### src/rtl/eth_update_mux.sv
// Purpose: capture per-channel parameter words and serialize pending ones onto one valid/ready bus.
// Latency: load at edge k -> pending after k; with a free slot, dout_vld with that word after k+1.
// Backpressure: dout/dout_ch/dout_vld hold while !dout_rdy; loads keep updating buf/pend (newest wins).
//
// Ports:
//   clk, res         clock, async active-high reset
//   ena_buf, din     per-channel load strobe and packed data (channel i at [i*WIDTH +: WIDTH])
//   clr_cnt          synchronous clear of coalesce_cnt
//   dout, dout_ch,
//   dout_vld, dout_rdy  output word, its channel index, valid/ready handshake
//   pending          per-channel pending flags
//   coalesce_cnt     saturating count of pending words overwritten before being sent
module eth_update_mux #(
    parameter int                 WIDTH    = 16,
    parameter int                 CHANNELS = 4,
    parameter int                 CH_W     = 2,
    parameter logic [WIDTH-1:0]   INIT     = '0,
    parameter int                 CNT_W    = 8
) (
    input  logic                        clk,
    input  logic                        res,
    input  logic [CHANNELS-1:0]         ena_buf,
    input  logic [CHANNELS*WIDTH-1:0]   din,
    input  logic                        clr_cnt,
    output logic [WIDTH-1:0]            dout,
    output logic [CH_W-1:0]             dout_ch,
    output logic                        dout_vld,
    input  logic                        dout_rdy,
    output logic [CHANNELS-1:0]         pending,
    output logic [CNT_W-1:0]            coalesce_cnt
);

    // Wide enough to hold the number of channels coalescing in one cycle.
    localparam int SW = $clog2(CHANNELS + 1);

    logic [WIDTH-1:0]    buf_q [CHANNELS];
    logic [CHANNELS-1:0] pend;
    logic [CH_W-1:0]     last_grant;

    logic                slot_free;
    logic                found;
    logic                grant_vld;
    logic [CH_W-1:0]     grant_ch;
    logic [CH_W-1:0]     cand;
    int                  idx;
    logic [SW-1:0]       n_coal;
    logic [CNT_W+SW-1:0] cnt_sum;
    logic [CNT_W-1:0]    cnt_next;

    assign pending = pend;

    always_comb begin
        slot_free = !dout_vld || dout_rdy;
        found     = 1'b0;
        grant_ch  = '0;
        idx       = 0;
        cand      = '0;
        // Round-robin: scan last_grant+1 upward, wrapping at CHANNELS-1 (not 2**CH_W-1).
        for (int k = 1; k <= CHANNELS; k++) begin
            idx = int'(last_grant) + k;
            if (idx >= CHANNELS) idx = idx - CHANNELS;
            cand = CH_W'(idx);
            if (!found && pend[cand]) begin
                found    = 1'b1;
                grant_ch = cand;
            end
        end
        grant_vld = slot_free && found;

        // A reload of the channel being granted is a re-send, not a coalesce.
        n_coal = '0;
        for (int i = 0; i < CHANNELS; i++) begin
            if (ena_buf[i] && pend[i] && !(grant_vld && grant_ch == CH_W'(i)))
                n_coal = n_coal + SW'(1);
        end

        cnt_sum = {{SW{1'b0}}, coalesce_cnt} + {{CNT_W{1'b0}}, n_coal};
        if (cnt_sum > {{SW{1'b0}}, {CNT_W{1'b1}}})
            cnt_next = {CNT_W{1'b1}};
        else
            cnt_next = cnt_sum[CNT_W-1:0];
    end

    always_ff @(posedge clk or posedge res) begin
        if (res) begin
            for (int i = 0; i < CHANNELS; i++) buf_q[i] <= '0;
            pend         <= '0;
            last_grant   <= CH_W'(CHANNELS - 1);
            dout         <= INIT;
            dout_ch      <= '0;
            dout_vld     <= 1'b0;
            coalesce_cnt <= '0;
        end else begin
            for (int i = 0; i < CHANNELS; i++) begin
                if (ena_buf[i]) begin
                    buf_q[i] <= din[i*WIDTH +: WIDTH];
                    pend[i]  <= 1'b1;
                end else if (grant_vld && grant_ch == CH_W'(i)) begin
                    pend[i]  <= 1'b0;
                end
            end

            if (slot_free) begin
                if (grant_vld) begin
                    dout       <= buf_q[grant_ch];
                    dout_ch    <= grant_ch;
                    dout_vld   <= 1'b1;
                    last_grant <= grant_ch;
                end else begin
                    dout_vld   <= 1'b0;
                end
            end

            if (clr_cnt)
                coalesce_cnt <= '0;
            else
                coalesce_cnt <= cnt_next;
        end
    end

endmodule

### config.mk
export PLATFORM = sky130hd
export DESIGN_NAME = eth_update_mux
export DESIGN_NICKNAME = d
export VERILOG_FILES = /design/src/rtl/eth_update_mux.sv
export SDC_FILE = /design/constraint.sdc
export NUM_CORES = 1
export LEC_CHECK = 0
export ABC_AREA = 1
export BUFFER_PORTS_ARGS = -buffer_cell sky130_fd_sc_hd__buf_2
export CAP_MARGIN = 20
export CORE_UTILIZATION = 55
export CTS_CLUSTER_SIZE = 40
export DETAILED_ROUTE_END_ITERATION = 10
export PLACE_DENSITY_LB_ADDON = 0.25
export SYNTH_ARGS = -nofsm -noshare
export SYNTH_HDL_FRONTEND = slang
export SYNTH_SLANG_ARGS = --single-unit
### constraint.sdc
create_clock -name clk -period 4.69 [get_ports clk]
set_clock_uncertainty 0.05 [all_clocks]
set_input_delay 0.7035 -clock clk [delete_from_list [all_inputs] [get_ports clk]]
set_output_delay 0.7035 -clock clk [all_outputs]
set_load 0.03 [all_outputs]
# Yosys cells after proc, flatten, opt, wreduce, memory -nomap -nowiden
# Cells that the tools add are included.
# totals
regBits,97
wordCells,108
# op_classes
n_lt_le_gt_ge,10
n_addsub,12
eq_ne,3
mux,38
bitwise_logic,1
reduce_logical,31
# op_table
cell,count
$bmux 16 s2,1
$mux 16,2
$mux 1,18
$logic_and 1x1->1,16
$mux 2,8
$mux 8,2
$ge 3x3->1 const B,4
$lt 2x3->1 const B,4
$add 3x1->3 const B,3
$add 8x3->9,1
$gt 9x8->1 const B,1
$mux 3,3
$bmux 1 s2,4
$logic_not 1->1,8
$reduce_bool 2->1,4
$sub 2x1->2 const B,4
$add 2x2->3 const B,2
$add 2x3->4 const B,1
$eq 2x2->1 const B,2
$ge 4x3->1 const B,1
$add 2x1->3 const B,1
$not 2->3,1
$eq 2x1->1 const B,1
$logic_not 2->1,1
other kinds (2),2

# Longest topological paths before layout
# Gate-level depths: netlist of run 1.
# logic_depth
ltp_word,30
mapped_depth,34

# Worst setup path after synthesis of run 1
# No wires, ideal clock.
# synth_path
path_type,flip-flop to flip-flop
startpoint,reg last_grant[0]
endpoint,reg coalesce_cnt[3]
stages_incl_launch_ff,32
n_path_buf,2
required_time_ns,4.520
slack_ns,0.592
period_less_slack_ns,4.098
arrival_time_ns,3.928
cell_sequence,dfstp_2 -> buf_6 -> inv_2 -> buf_6 -> nand2_2 -> nand2_2 -> nand2_2 -> nand2_2 -> nor2_4 -> nand3b_1 -> nand3_4 -> inv_4 -> nor2_1 -> nand2_1 -> nand3_1 -> inv_1 -> ha_1 -> inv_1 -> nand3_1 -> nand2_1 -> ha_1 -> nand2_1 -> nand2_1 -> fa_1 -> a21oi_1 -> nor3_1 -> inv_1 -> nor2_1 -> nand2_1 -> o21ai_0 -> o21ai_0 -> inv_1
# synth_between
elab_chain_len,30
word_cells_on_any_way,66
classes_between,12 x add/sub; 5 x order compare; 3 x eq/ne; 26 x mux; 20 x reduce/logical
# synth_rtl
element,line,source
"start, declared",38,logic [CH_W-1:0] last_grant;
"start signal, assigned",88,last_grant <= CH_W'(CHANNELS - 1);
"start signal, assigned",108,last_grant <= grant_ch;
$add 2x1->3,60,idx = int'(last_grant) + k;
$ge 3x3->1 or $sub 2x1->2 (tied branches),61,if (idx >= CHANNELS) idx = idx - CHANNELS;
$mux 2,61,
$bmux 1 s2,63,if (!found && pend[cand]) begin
$mux 1 (not written as such),63,
$mux 1,63,
$logic_not 1->1,63,
$logic_and 1x1->1,63,
[14 not listed],n/a,
$add 3x1->3,74,n_coal = n_coal + SW'(1);
$mux 3,73,if (ena_buf[i] && pend[i] && !(grant_vld && grant_ch == CH_W'(i)))
$add 3x1->3,74,
$mux 3 (*),73,
$add 8x3->9 (*),77,"cnt_sum = {{SW{1'b0}}, coalesce_cnt} + {{CNT_W{1'b0}}, n_coal};"
$gt 9x8->1,78,"if (cnt_sum > {{SW{1'b0}}, {CNT_W{1'b1}}})"
$mux 8 (*),78,
$mux 8 (*),114,if (clr_cnt)
"end signal, assigned",117,coalesce_cnt <= cnt_next;
"end, declared",30,output logic [CNT_W-1:0] coalesce_cnt
# Mark *: on every way between the ends. The rest lies on a longest branch, timed or not. The select of a mux whose other input is x is not followed.
# A chain may end at the register's enable or synchronous reset.

# Worst setup path in the final report of run 1
# Ends and elaborated chain as after synthesis.

==> impl_metrics.ini, run 1 <==
[clock_tree]
numClockSinks = 97
clock_latency_ns = 0.36
hold_buffers = 0
clk_pin_slew_ns = 0.10
numCtsBuffers = 9
tritoncts = done
cts_root_buf = clkbuf_8
clock_path_buffers = 2
htreeDepth = 3

[power_and_ir_drop]
combPwrFrac = 0.574
seqPwrFrac = 0.274
p_switching_mw = 2.038
p_sw_frac = 0.4984
p_leak_nw = 3.069
powerDensity_nw_per_um2 = 730.0
ir_drop_mv = 0.4619
intPower_mw = 2.051
fin_total_pwr_mw = 4.089
pwr-share-clk = 0.151

[timing]
timing.final.crit_period_ns = 4.279
slew_viol_final = 0
slew_headroom = 0.5438
setup_viol = 0
fin_tns_setup_ns = 0
worst_slew_pin_slew_ns = 0.6842
hold_viol_final = 0
max_freq_mhz = 233.7
min_period_over_period = 0.9124
hold_ws_ns = 0.3867
rsz0062_at_grt = false

[synth]
synthSimpleGateAreaFrac = 0.2579
synth_nets = 672
synth_warnings = 0
synth_top_family_by_area = simple AND/OR/NAND/NOR gates
synth_async_sr_flop_share = 1.000
synthAdderAreaFrac = 0.02245
ys_top_cells_by_area = dfrtp_1 50%, nand2_1 17%, inv_1 5.5%
synth_edf_count = 0
synth_top_cell_by_area = dfrtp_1
synth.yosys.seq_area_share = 0.5069
synth_compound_area_frac = 0.1047
synth_area_um2 = 4793
synth_top_cell_area_share = 0.4960
yosys-mux-area-fraction = 0.01410
ys_types = 35
syn_area_per_cell_um2 = 8.097
netlist_instances = 592
synth_flop_cell = dfrtp_1
synth-seq-cells = 97
synth_xor_area_frac = 0.003654

[drt]
m1WireLength_mm = 4.981
routed-wl-met2_mm = 5.403
num_vias = 4266
ant_nets = 0
drt_first_iter_violations = 257
wirelength_mm = 11.32
met3RoutedLength_um = 656
wl_per_cell_um = 14.16
dr.pass1.iters = 6
drc_errors = 0
vias_per_cell = 5.339
highest_layer = met4

[critical_path]
critPathKind = flop to flop
crit_buf_inv = 7
path_delay_family = simple AND/OR/NAND/NOR gates
crit_required_ns = 4.90
cpPeakStageDelay_ns = 0.57
r2r-end = coalesce_cnt[3]$_DFF_PP0_
crit_arrival_ns = 4.49
critPathSlowestCell = dfstp_2
crit_start = last_grant[0]$_DFFE_PP1P_
start_kind = flop
r2r_cells = 29
r2r_slack_ns = 0.41
crit_path_end_kind = flop
crit_path_max_fanout = 26
timing.rr.start = last_grant[0]$_DFFE_PP1P_
cpMostUsedCell = nand2_1

[floorplan]
start_util = 0.5747
die_h_um = 95.36
core_um2 = 8341
die_area_um2 = 9093
die_x_um = 95.36
num_rows = 33
pin_count = 103

[layout]
final_common_cell = nand2_1
final_cell_mix = 218 x nand2_1, 102 x buf_2, 95 x dfrtp_1, 69 x inv_1, 51 x o21ai_0
syn2layout_area_growth_pct = 16.86
drive_above_1_share = 0.2378
final_nets = 769
diodes = 0
postLayoutCellArea_um2 = 5602
fin_cells = 799

[placed_design]
place_area_um2 = 5336
placed_cells = 781
port_buffers = 102
dp_hpwl_mm = 8.189
gp_congestion = 0.8478

[run]
drv_cap = 0

[worst_hold_path]
hold_class = primary input to async pin

[grt]
grt_use_total = 0.2719
grt_pass1_vias = 4022
grt_antenna_before_repair = 0
grt_overflow_total = 0
grt_max_degree = 58
grt_pass1_wl_mm = 18.77

[run_status]
status = completed
==> metrics by stage <==
stage | util | setup slack (ns)
finish | 0.6716 | 0.4109
global route | 0.6716 | 0.04207
CTS | 0.6670 | 0.1315
detailed placement | 0.6398 | 0.1790
global placement | 0.6398 | 0.3945
floorplan | - | 0.5925
==> state kept, by name (all words and copies together) (netlist names) <==
| name | cells |
|---|---|
| buf_q | 64 |
| dout | 16 |
| coalesce_cnt | 8 |
| pending | 4 |
| dout_ch | 2 |
| last_grant | 2 |
| dout_vld | 1 |
==> area by class of cell <==
type	count	area [µm²]
Multi-Input combinational cell	396	1954
Timing Repair Buffer	110	570.5
Tap cell	105	131.4
Sequential cell	97	2430
Clock buffer	11	141.4
Inverter	75	289.0
Fill cell	751	2739
Clock inverter	5	85.08
==> timing repair <==
item	in CTS	in global routing
buffers inserted	0	2
gates resized for setup	0	6
endpoints found under the hold margin	0	0
endpoints found under the setup margin	0	8
==> worst max path at each step <==
stage,endpoint,depth (start not counted)
2_1_floorplan,coalesce_cnt[3]$_DFF_PP0_,31
3_3_place_gp,coalesce_cnt[3]$_DFF_PP0_,29
3_5_place_dp,coalesce_cnt[3]$_DFF_PP0_,29
4_1_cts,coalesce_cnt[3]$_DFF_PP0_,29
5_1_grt,coalesce_cnt[3]$_DFF_PP0_,29
6_report,coalesce_cnt[3]$_DFF_PP0_,29
==> worst reg2reg max path: cells and delay by family (launching register included) <==
kind                     cells  cell delay [ns]
flip-flops                   1             0.57
buffers and inverters        7             0.64
AND/OR/NAND/NOR             16             1.59
adder cells (fa/ha/maj)      3             0.97
AO/OA/AOI/OAI                3             0.40
==> Yosys cell counts, types with 2 or more instances <==
cell type,n
nand2_1,219
dfrtp_1,95
inv_1,70
o21ai_0,52
nand3_1,36
a21oi_1,15
o211ai_1,13
clkbuf_1,12
nand2_2,11
nor2_1,8
ha_1,7
mux2_2,6
o21ai_1,6
buf_6,5
buf_4,4
buf_2,3
inv_2,3
nand4_1,3
nor2_4,3
dfstp_2,2
inv_4,2
nand2_4,2
nor3_1,2
xnor2_1,2
==> kinds of logic (layout without fill, tap and decap cells) <==
| group | Yosys count | after routing |
|---|---|---|
| and+or+nand+nor | 289 | 289 |
| AOI/OAI and AO/OA | 91 | 91 |
| DFF | 97 | 97 |
| xor gates and xnor gates | 2 | 2 |
| adders and majority gates | 8 | 8 |
| buffers and inverters | 99 | 201 |
| muxes | 6 | 6 |
==> power groups by stage <==
| stage | clock [mW] | combinational [mW] | sequential (mW) |
|---|---|---|---|
| 2_1_floorplan | 0 | 1.63 | 1.31 |
| 5_1_grt | 0.662 | 2.63 | 1.14 |
| 4_1_cts | 0.621 | 2.29 | 1.13 |
| 3_5_place_dp | 0 | 2.26 | 1.14 |
| 6_report | 0.619 | 2.35 | 1.12 |
| 3_3_place_gp | 0 | 2.19 | 1.14 |
==> routing by layer <==
layer | track usage | up-vias
li1 | - | 2057
met1 | 0.3834 | 2027
met2 | 0.4250 | 156
met3 | 0.03907 | 26
met4 | 0.1048 | 0
met5 | 0 | -
Power figures use the tool's default switching activity.
==> run 2, diff against run 1 <==
Settings changed: PLACE_DENSITY set to 0.88, PLACE_DENSITY_LB_ADDON 0.25 to unset.
==> run 2 against run 1 <==
Global-route usage grew 0.60 points; flip-flop and latch count unchanged; worst setup slack improved by 0.045 ns; clock-buffer cell count is 2 lower; cell area up 0.67%; die area did not move; hold slack gained 0.037 ns; critical path depth unchanged; via count shrank 0.28%; final cell count is 0.13% higher; fmax increased by 1.1%; total power up 1.5%.
==> impl_metrics.ini, run 2 (same netlist as run 1, synthesis figures left out) <==
[run_status]
status = completed

[floorplan]
die_area_um2 = 9093
core_um2 = 8341
num_rows = 33
start_util = 0.5747
die_h_um = 95.36
die_x_um = 95.36
pin_count = 103

[drt]
wl_per_cell_um = 14.75
highest_layer = met4
routed-wl-met2_mm = 5.731
wirelength_mm = 11.80
ant_nets = 0
m1WireLength_mm = 4.939
drc_errors = 0
num_vias = 4254
dr.pass1.iters = 7
drt_first_iter_violations = 275
met3RoutedLength_um = 778
vias_per_cell = 5.318

[timing]
worst_slew_pin_slew_ns = 0.8745
setup_viol = 0
max_freq_mhz = 236.2
hold_viol_final = 0
slew_headroom = 0.4170
slew_viol_final = 0
min_period_over_period = 0.9027
fin_tns_setup_ns = 0
rsz0062_at_grt = false
timing.final.crit_period_ns = 4.234

[critical_path]
crit_required_ns = 4.90
timing.rr.start = last_grant[0]$_DFFE_PP1P_
critPathKind = flop to flop
crit_path_max_fanout = 26
path_delay_family = simple AND/OR/NAND/NOR gates
cpPeakStageDelay_ns = 0.59
crit_path_end_kind = flop
critPathSlowestCell = dfstp_2
crit_arrival_ns = 4.45
start_kind = flop
crit_buf_inv = 6
crit_start = last_grant[0]$_DFFE_PP1P_
cpMostUsedCell = nand2_1

[layout]
drive_above_1_share = 0.2417
regMostFlops = buf_q
fillerInstances = 644
final_cell_mix = 218 x nand2_1, 102 x buf_2, 95 x dfrtp_1, 69 x inv_1, 52 x o21ai_0
multi_input_area_um2 = 1958
seqCellArea_um2 = 2430
reg_top3 = buf_q (64), dout (16), coalesce_cnt (8)
fin_cells = 800
final_nets = 770
final_common_cell = nand2_1
syn2layout_area_growth_pct = 17.65
largest_reg_flops = 64
diodes = 0

[grt]
grt_use_total = 0.2779
grt_pass1_vias = 4074
grt_overflow_total = 0
grt_max_degree = 73
grt_pass1_wl_mm = 19.00
grt_antenna_before_repair = 0

[clock_tree]
clock_path_buffers = 2
htreeDepth = 3
clk_pin_slew_ns = 0.10
cts_root_buf = clkbuf_8
numClockSinks = 97
tritoncts = done
clock_latency_ns = 0.36
hold_buffers = 0
numCtsBuffers = 9

[worst_hold_path]
min_from = buf_q[60]$_DFFE_PP0P_
hold_class = flop to flop

[placed_design]
port_buffers = 102
placed_cells = 781
gp_congestion = 0.8928
dp_hpwl_mm = 8.302

[power_and_ir_drop]
p_leak_nw = 3.089
powerDensity_nw_per_um2 = 736.2
ir_drop_mv = 0.5044

[run]
drv_cap = 0
run 2: final timing paths:
check,end,slack [ns],cells past startpoint
max,coalesce_cnt[3]$_DFF_PP0_,0.46,29
min,buf_q[60]$_DFFE_PP0P_,0.42,2
max reg2reg,coalesce_cnt[3]$_DFF_PP0_,0.46,29
min reg2reg,buf_q[60]$_DFFE_PP0P_,0.42,2
max in group asynchronous,buf_q[47]$_DFFE_PP0P_,3.23,3
min in group asynchronous,buf_q[1]$_DFFE_PP0P_,0.48,2
run 2: layer usage:
metal | up-vias | GRT usage
met2 | 191 | 0.4583
met5 | - | 0
li1 | 2057 | -
met4 | 0 | 0.1023
met3 | 33 | 0.05423
met1 | 1973 | 0.3641
run 2: metrics by stage:
stage / util / total power [mW] / worst slack, ns / cell area, µm² / hold slack, ns
after floorplan: - / 2.942 / 0.5925 / 4793 / 0.3867
after global placement: 0.6398 / 3.284 / 0.4423 / 5336 / 0.3989
after detailed placement: 0.6398 / 3.371 / 0.2234 / 5336 / 0.4038
after CTS: 0.6686 / 4.054 / 0.2179 / 5577 / 0.4259
after global routing: 0.6761 / 4.474 / 0.02478 / 5639 / 0.4420
final: 0.6761 / 4.152 / 0.4563 / 5639 / 0.4238
run 2: final cells by class:
cell class | count | share of cell area
timing repair buffer | 111 | 0.1047
multi-input combinational | 396 | 0.3472
tap | 105 | 0.02330
clock buffer | 9 | 0.02197
sequential | 97 | 0.4309
inverter | 75 | 0.05125
clock inverter | 7 | 0.02063
run 2: power breakdown:
group | internal (mW) | leakage (nW) | switching, mW
Combinational | 0.728 | 1.80 | 1.64
Sequential | 1.02 | 1.17 | 0.107
Clock | 0.354 | 0.120 | 0.300
Total | 2.10 | 3.09 | 2.05
run 2: timing repair:
action | in CTS | in global routing
setup buffers | 0 | 3
setup endpoints to repair | 0 | 8
resized for setup | 0 | 6
run 2: tightest hold or removal path, stage by stage (launching register included):
cell and delay, ns:
dfrtp_1 0.35, nand2_1 0.05, nand2_1 0.05
==> run 3, diff against run 2 <==
Settings changed: BUFFER_PORTS_ARGS -buffer_cell sky130_fd_sc_hd__buf_2 to unset, DONT_BUFFER_PORTS set to 1, PLACE_DENSITY 0.88 to 0.78.
==> run 3 against run 2 <==
Non-clock buffer count down 99; critical path depth unchanged; core utilization down 6.7 points; clock-buffer cell count up 1; combinational power down 14%; flip-flop and latch count unchanged; fmax down 0.81%; largest cell class unchanged; largest power group unchanged; highest routed layer unchanged.
==> impl_metrics.ini, run 3 (same netlist as run 1, synthesis figures left out) <==
[run_status]
status = completed

[drt]
ant_nets = 0
drc_errors = 0
wirelength_mm = 10.84
vias_per_cell = 5.528
drt_first_iter_violations = 223
dr.pass1.iters = 5
num_vias = 3875
wl_per_cell_um = 15.46

[floorplan]
core_um2 = 8341
pin_count = 103
die_area_um2 = 9093
start_util = 0.5747
die_h_um = 95.36
die_x_um = 95.36
num_rows = 33

[timing]
hold_viol_final = 0
rsz0062_at_grt = false
worst_slew_pin_slew_ns = 0.5988
setup_viol = 0
hold_ws_ns = 0.2432
fin_tns_setup_ns = 0
slew_viol_final = 0
max_freq_mhz = 234.3
min_period_over_period = 0.9101
slew_headroom = 0.6008
timing.final.crit_period_ns = 4.268

[critical_path]
crit_buf_inv = 6
crit_path_max_fanout = 11
crit_arrival_ns = 4.46
cpPeakStageDelay_ns = 0.63
path_delay_family = simple AND/OR/NAND/NOR gates
critPathKind = flop to flop
crit_required_ns = 4.89
start_kind = flop
critPathSlowestCell = dfstp_2
cpMostUsedCell = nand2_1
crit_path_end_kind = flop

[clock_tree]
hold_buffers = 0
numCtsBuffers = 9
htreeDepth = 3
numClockSinks = 97
clk_pin_slew_ns = 0.09
tritoncts = done
clock_latency_ns = 0.35
clock_path_buffers = 2
cts_root_buf = clkbuf_8

[placed_design]
gp_congestion = 0.9189
dp_hpwl_mm = 7.880
port_buffers = 0

[power_and_ir_drop]
powerDensity_nw_per_um2 = 759.4
p_leak_nw = 2.645
pwr-share-clk = 0.126
ir_drop_mv = 0.4411
seqPwrFrac = 0.346
p_sw_frac = 0.5077
p_switching_mw = 1.958
intPower_mw = 1.898
combPwrFrac = 0.528

[grt]
grt_antenna_before_repair = 0
grt_max_degree = 50
grt_overflow_total = 0
grt_pass1_vias = 3693
grt_pass1_wl_mm = 17.73
grt_use_total = 0.2575

[layout]
seqCellArea_um2 = 2430
regMostFlops = buf_q
syn2layout_area_growth_pct = 5.925
final_cell_mix = 218 x nand2_1, 95 x dfrtp_1, 69 x inv_1, 51 x o21ai_0, 36 x nand3_1
final_common_cell = nand2_1
reg_top3 = buf_q (64), dout (16), coalesce_cnt (8)
drive_above_1_share = 0.1124
largest_reg_flops = 64
final_nets = 671
multi_input_area_um2 = 1964
fillerInstances = 745
diodes = 0

[worst_hold_path]
hold_class = primary input to async pin

[run]
drv_cap = 0
==> run 3: cell count changes in the layout (fill, tap and decap cells not counted), moves of 2 or more <==
| cell | delta |
|---|---|
| bufinv_16 | -3 |
| buf_2 | -102 |
| buf_4 | +4 |
| o21ai_1 | +2 |
==> run 3: area by class of cell <==
class,instances,area share
sequential,97,0.4786
clock buffer,10,0.02514
timing repair buffer,12,0.01774
clock inverter,6,0.008379
multi-input combinational,396,0.3869
inverter,75,0.05742
tap,105,0.02587
==> run 3: timing repair <==
action,in CTS,in global routing
gates resized for setup,0,7
setup buffers,0,5
endpoints found under the setup margin,0,8
==> run 3: routing by layer <==
layer | vias up | share of wire | GRT usage | wire [µm]
met1 | 1848 | 0.43 | 0.3493 | 4627
met3 | 22 | 0.076 | 0.07416 | 828
li1 | 1859 | - | - | -
met4 | 0 | 0.021 | 0.07828 | 224
met5 | - | 0 | 0 | 0
met2 | 146 | 0.48 | 0.4006 | 5158
==> run 3: stage by stage <==
step / instances / setup slack [ns] / area, µm² / total power [mW] / util
finish: 701 / 0.4215 / 5077 / 3.856 / 0.6088
global route: 701 / 0.01131 / 5077 / 4.186 / 0.6088
CTS: 696 / 0.1957 / 5004 / 3.754 / 0.5999
detailed placement: 680 / 0.2134 / 4833 / 3.268 / 0.5795
global placement: 680 / 0.4878 / 4833 / 3.206 / 0.5795
floorplan: 592 / 0.5925 / 4793 / 2.942 / -
==> run 3: path summary, 6_finish.rpt <==
path                                      startpoint                   endpoint  slack (ns)  cells past startpoint
max                        last_grant[0]$_DFFE_PP1P_  coalesce_cnt[3]$_DFF_PP0_        0.42                     29
min                                              res      buf_q[37]$_DFFE_PP0P_        0.24                      1
max reg2reg                last_grant[0]$_DFFE_PP1P_  coalesce_cnt[3]$_DFF_PP0_        0.42                     29
min reg2reg                    buf_q[53]$_DFFE_PP0P_      buf_q[53]$_DFFE_PP0P_        0.43                      2
max in group asynchronous                        res  coalesce_cnt[4]$_DFF_PP0_        3.34                      2
min in group clk                             clr_cnt  coalesce_cnt[1]$_DFF_PP0_        0.36                      1
==> run 3: power groups by stage <==
| stage | Sequential [mW] | Combinational (mW) | Clock [mW] |
|---|---|---|---|
| 2_1_floorplan | 1.31 | 1.63 | 0 |
| 3_3_place_gp | 1.35 | 1.86 | 0 |
| 3_5_place_dp | 1.35 | 1.92 | 0 |
| 4_1_cts | 1.34 | 1.92 | 0.498 |
| 5_1_grt | 1.36 | 2.30 | 0.533 |
| 6_report | 1.33 | 2.04 | 0.486 |
